==> src/rtl/cargador_serie_izq_der_if.sv <==
// Handshake and word bus between the serial loader, its bit source, the comparison network and the result consumer.
interface cargador_serie_izq_der_if #(
  parameter int unsigned N = 3
);
  logic         in_valid;
  logic         in_a;
  logic         in_b;
  logic         in_ready;
  logic [N-1:0] A_out;
  logic [N-1:0] B_out;
  logic         z_in;
  logic         res_valid;
  logic         res_z;
  logic         res_ready;

  modport slave (
    input  in_valid, in_a, in_b, z_in, res_ready,
    output in_ready, A_out, B_out, res_valid, res_z
  );

  modport master (
    output in_valid, in_a, in_b, z_in, res_ready,
    input  in_ready, A_out, B_out, res_valid, res_z
  );
endinterface

==> src/rtl/cargador_serie_izq_der.sv <==
// Bit-serial loader: assembles two N-bit words, presents them to the comparison network, registers its result.
// Define SERIE_LSB_PRIMERO_EN for LSB-first bit order (default is MSB first).
module cargador_serie_izq_der #(
  parameter int unsigned N = 3
) (
  input  logic                    clk,
  input  logic                    rst_n,
  cargador_serie_izq_der_if.slave bus
);
  localparam int unsigned CW = $clog2(N + 1);

  typedef enum logic [1:0] {
    CARGA  = 2'd0,
    EVAL   = 2'd1,
    RESULT = 2'd2
  } state_t;

  state_t         state, state_next;
  logic [CW-1:0]  cnt;
  logic [N-1:0]   sa, sb, sa_next, sb_next;
  logic [N-1:0]   a_reg, b_reg;
  logic           res_valid_reg, res_z_reg;
  logic           accept, last;

  assign accept = bus.in_valid && (state == CARGA);
  assign last   = accept && (cnt == CW'(N - 1));

  always_comb begin
`ifdef SERIE_LSB_PRIMERO_EN
    sa_next = {bus.in_a, sa[N-1:1]};
    sb_next = {bus.in_b, sb[N-1:1]};
`else
    sa_next = {sa[N-2:0], bus.in_a};
    sb_next = {sb[N-2:0], bus.in_b};
`endif
  end

  always_ff @(posedge clk or negedge rst_n) begin
    if (!rst_n) state <= CARGA;
    else        state <= state_next;
  end

  always_comb begin
    state_next = state;
    case (state)
      CARGA:   if (last) state_next = EVAL;
      EVAL:    state_next = RESULT;
      RESULT:  if (bus.res_ready) state_next = CARGA;
      default: state_next = CARGA;
    endcase
  end

  // Words are published from the shift-next value so the bit arriving on the final edge is included.
  always_ff @(posedge clk or negedge rst_n) begin
    if (!rst_n) begin
      cnt           <= '0;
      sa            <= '0;
      sb            <= '0;
      a_reg         <= '0;
      b_reg         <= '0;
      res_valid_reg <= 1'b0;
      res_z_reg     <= 1'b0;
    end else begin
      if (accept) begin
        sa <= sa_next;
        sb <= sb_next;
        if (last) begin
          cnt   <= '0;
          a_reg <= sa_next;
          b_reg <= sb_next;
        end else begin
          cnt <= cnt + CW'(1);
        end
      end
      if (state == EVAL) begin
        res_z_reg     <= bus.z_in;
        res_valid_reg <= 1'b1;
      end else if (state == RESULT && bus.res_ready) begin
        res_valid_reg <= 1'b0;
      end
    end
  end

  assign bus.in_ready  = (state == CARGA);
  assign bus.A_out     = a_reg;
  assign bus.B_out     = b_reg;
  assign bus.res_valid = res_valid_reg;
  assign bus.res_z     = res_z_reg;
endmodule
==> src/flat_wrapper.sv <==
// flat-port wrapper written by rule: the top's interface ports become plain ports
module cargador_serie_izq_der_flat 
#(
  parameter int unsigned N = 3
)
  (clk, rst_n, bus_in_valid, bus_in_a, bus_in_b, bus_z_in, bus_res_ready, bus_in_ready, bus_A_out, bus_B_out, bus_res_valid, bus_res_z);
  cargador_serie_izq_der_if #(.N(N)) bus_i ();
  input  logic clk;
  input  logic rst_n;
  input wire logic [$bits(bus_i.in_valid)-1:0] bus_in_valid;
  input wire logic [$bits(bus_i.in_a)-1:0] bus_in_a;
  input wire logic [$bits(bus_i.in_b)-1:0] bus_in_b;
  input wire logic [$bits(bus_i.z_in)-1:0] bus_z_in;
  input wire logic [$bits(bus_i.res_ready)-1:0] bus_res_ready;
  output wire logic [$bits(bus_i.in_ready)-1:0] bus_in_ready;
  output wire logic [$bits(bus_i.A_out)-1:0] bus_A_out;
  output wire logic [$bits(bus_i.B_out)-1:0] bus_B_out;
  output wire logic [$bits(bus_i.res_valid)-1:0] bus_res_valid;
  output wire logic [$bits(bus_i.res_z)-1:0] bus_res_z;
  assign bus_i.in_valid = bus_in_valid;
  assign bus_i.in_a = bus_in_a;
  assign bus_i.in_b = bus_in_b;
  assign bus_i.z_in = bus_z_in;
  assign bus_i.res_ready = bus_res_ready;
  assign bus_in_ready = bus_i.in_ready;
  assign bus_A_out = bus_i.A_out;
  assign bus_B_out = bus_i.B_out;
  assign bus_res_valid = bus_i.res_valid;
  assign bus_res_z = bus_i.res_z;
  cargador_serie_izq_der #(.N(N)) u_core (.clk(clk), .rst_n(rst_n), .bus(bus_i));
endmodule
==> config.mk <==
export PLATFORM = sky130hd
export DESIGN_NAME = cargador_serie_izq_der_flat
export DESIGN_NICKNAME = d
export VERILOG_FILES = /design/src/rtl/cargador_serie_izq_der_if.sv /design/src/rtl/cargador_serie_izq_der.sv /design/src/flat_wrapper.sv
export SDC_FILE = /design/constraint.sdc
export NUM_CORES = 1
export LEC_CHECK = 0
export CORE_MARGIN = 5
export CORE_UTILIZATION = 45
export DETAILED_ROUTE_END_ITERATION = 6
export PLACE_DENSITY = 0.85
export SYNTH_ARGS = -nofsm -noshare
export SYNTH_HDL_FRONTEND = slang
export SYNTH_SLANG_ARGS = --single-unit
==> constraint.sdc <==
create_clock -name clk -period 1.7 [get_ports clk]
set_clock_uncertainty 0.1 [all_clocks]
set_input_delay 0.255 -clock clk [delete_from_list [all_inputs] [get_ports clk]]
set_output_delay 0.255 -clock clk [all_outputs]
set_load 0.005 [all_outputs]
==> results.yml, run 1 <==
layout:
  final_cells: 81
  area_growth_pct: 37.5
  final_layout_size_suffix_gt1_frac: 0.333
  multi_input_area_um2: 218
  fillers: 89
  final_core_util: 0.661
  fin_nets: 75
  n_antenna_cell: 0
  seqCellArea_um2: 402
  finalInstanceArea_um2: 871
clocking:
  htreeDepth: 1
  clk_latency_ns: 0.27
  cts.sinks: 16
  cts_buffers: 3
  clkSlewWorstSetupHoldPaths_ns: 0.09
  ctsLongestPathBuffers: 2
  cts_hold_buf: 0
  root_buffer: "clkbuf_4"
  cts_tree: "done"
setup_path:
  reg2reg_slack_ns: 0.14
  path_max_fanout: 9
  arrival_ns: 1.62
  rr_startpoint: "u_core.state[1]"
  crit_required_ns: 1.76
  reg2reg_to: "u_core.bus.A_out[0]"
  crit_type: "register to register"
  worst_setup_path_start_kind: "register"
  ff2ff_path_depth: 5
  crit_path_end_kind: "register"
sta:
  max_freq_mhz: 642
  finalSetupTns_ns: 0
  slew_headroom: 0.862
  drv_slew: 0
  post-route-min-period_ns: 1.56
  hold_ws_ns: 0.189
  worstMarginPinSlew_ns: 0.207
  worst_slack_ns: 0.143
  rsz0062_at_grt: "false"
  finalSetupViolations: 0
  final_hold_viol_count: 0
  fin_crit_sh: 0.916
drt:
  drt_wl_total_mm: 1.17
  wl_per_cell_um: 14.4
  vias: 418
  drt_pass1_iterations: 4
  antenna_left: 0
  drc_errors: 0
  post_drt_via_cell_ratio: 5.16
  drt-initial-drc-count: 4
global_route:
  grt_max_degree: 17
  grt_use_total: 0.134
  overflow: 0
  antenna_found_initial: 0
  grt_pass1_vias: 470
  grt_pass1_wl_mm: 2.01
power:
  max-vdd-ir-drop_mv: 0.901
  p_per_area_mw_per_mm2: 1690
  p_leak_nw: 0.389
  total_power_mw: 1.47
yosys:
  synthCells: 44
  synth_area_um2: 633
  seq_area_frac_synth: 0.632
  syn_nets: 51
  yosysTopAreaCellShare: 0.632
  synth_largest_area_cell: "dfrtp_1"
  yosys_warnings: 0
  synth_area_per_cell_um2: 14.4
  synth-seq-cells: 16
  yosysUniqueCellTypes: 13
  synth_area_leaders: "dfrtp_1, mux2_2, nor3b_4, nand3_4, inv_1"
die:
  dieArea_mm2: 0.00226
  rows: 13
  io_pins: 16
  dieHeight_um: 47.5
  die_width_um: 47.5
  placeableCoreArea_mm2: 0.00132
  start_util: 0.481
worst_hold_path:
  worstHoldPathType: "input port to asynchronous set/reset pin"
placed_design:
  gp_congestion: 0.724
  portBuffers: 15
  place_area_um2: 830
  dp_cells: 76
  hpwlAfterDp_um: 873
  place_ws_ns: -0.0318
job:
  maxCapViolations: 0
status:
  status: "finished, final reports clean"
## worst max-delay path by stage
stage	from	end	slack, ns	cells past startpoint
final	u_core.state[1]	u_core.bus.A_out[0]	0.14	5
after global placement	bus_in_valid	u_core.bus.B_out[2]	-0.007	5
after floorplan	u_core.state[0]	u_core.bus.A_out[0]	0.25	3
after global routing	u_core.state[1]	u_core.bus.A_out[1]	0.08	5
after detailed placement	bus_in_valid	u_core.bus.A_out[0]	-0.03	5
after CTS	u_core.state[1]	bus_in_ready	0.04	2
## Yosys cell counts
cell type,number
nor3b_4,1
nand2_1,1
dfrtp_1,16
nor2_1,1
inv_1,4
or2_2,1
nand3_1,2
nor2b_1,1
nand3_4,1
a21oi_1,2
nor3b_1,1
o21ai_0,2
mux2_2,11
## cell type report
cell class	instances	share of cell area
clock buffers	3	0.0259
inverters	4	0.0172
multi-input cells	24	0.250
flip-flops and latches	16	0.461
well taps	15	0.0216
repair buffers	19	0.224
## cell usage in the layout, fill, tap and decap left out
| cell type | instances |
|---|---|
| dlymetal6s2s_1 | 1 |
| nand2_1 | 1 |
| nor2b_1 | 1 |
| dfrtp_1 | 15 |
| dfrtp_2 | 1 |
| or2_2 | 1 |
| buf_12 | 1 |
| clkdlybuf4s50_1 | 14 |
| nand3_1 | 2 |
| buf_4 | 3 |
| a21oi_1 | 2 |
| o21ai_0 | 2 |
| inv_1 | 4 |
| nor2_1 | 1 |
| nand3_4 | 1 |
| nor3b_4 | 1 |
| mux2_2 | 11 |
| clkbuf_4 | 3 |
| nor3b_1 | 1 |
## timing repair
item / 4_1_cts / 5_1_grt
setup buffers: 2 / 0
cloned: 0 / 0
gates resized for setup: 1 / 1
setup endpoints to repair: 1 / 1
## critical path, stage by stage, from the launching register on
cell	delay, ns
dfrtp_2	0.41
buf_4	0.15
nor3b_4	0.21
buf_12	0.15
nand3_4	0.12
mux2_2	0.30
## where the power goes
group	leakage [nW]	switching, mW	total [mW]	internal [mW]
clock	0.0138	0.105	0.187	0.0819
combinational	0.181	0.216	0.620	0.404
sequential	0.194	0.103	0.661	0.558
total	0.389	0.425	1.47	1.04
## metal layers
| layer | global-route usage | vias to the layer above | routed length [um] |
|---|---|---|---|
| li1 | - | 195 | - |
| met1 | 0.153 | 213 | 458 |
| met2 | 0.217 | 8 | 658 |
| met3 | 0.0451 | 2 | 38 |
| met4 | 0.0829 | 0 | 15 |
| met5 | 0 | - | 0 |
## cell families (layout without fill, tap and decap cells)
kind of cell    count (synthesis)  count (layout)  share of synthesized area
flops                          16              16                      0.632
simple gates                    9               9                      0.117
mux                            11              11                      0.196
compound gates                  4               4                     0.0316
buf+inv                         4              26                     0.0237
Note: power is estimated with default switching activity, not from simulation.
==> inputs of run 2 (changes only) <==
--- a/config.mk
+++ b/config.mk
@@ -5,6 +5,7 @@
 export SDC_FILE = /design/constraint.sdc
 export NUM_CORES = 1
 export LEC_CHECK = 0
+export CAP_MARGIN = 20
 export CORE_MARGIN = 5
 export CORE_UTILIZATION = 45
 export DETAILED_ROUTE_END_ITERATION = 6
==> results of run 2 <==
Final layout, timing and power as in run 1 (identical DEF).
==> inputs of run 3 (changes only) <==
--- a/config.mk
+++ b/config.mk
@@ -5,7 +5,6 @@
 export SDC_FILE = /design/constraint.sdc
 export NUM_CORES = 1
 export LEC_CHECK = 0
-export CAP_MARGIN = 20
 export CORE_MARGIN = 5
 export CORE_UTILIZATION = 45
 export DETAILED_ROUTE_END_ITERATION = 6
==> results of run 3 <==
Final layout, timing and power as in run 1 (identical DEF).
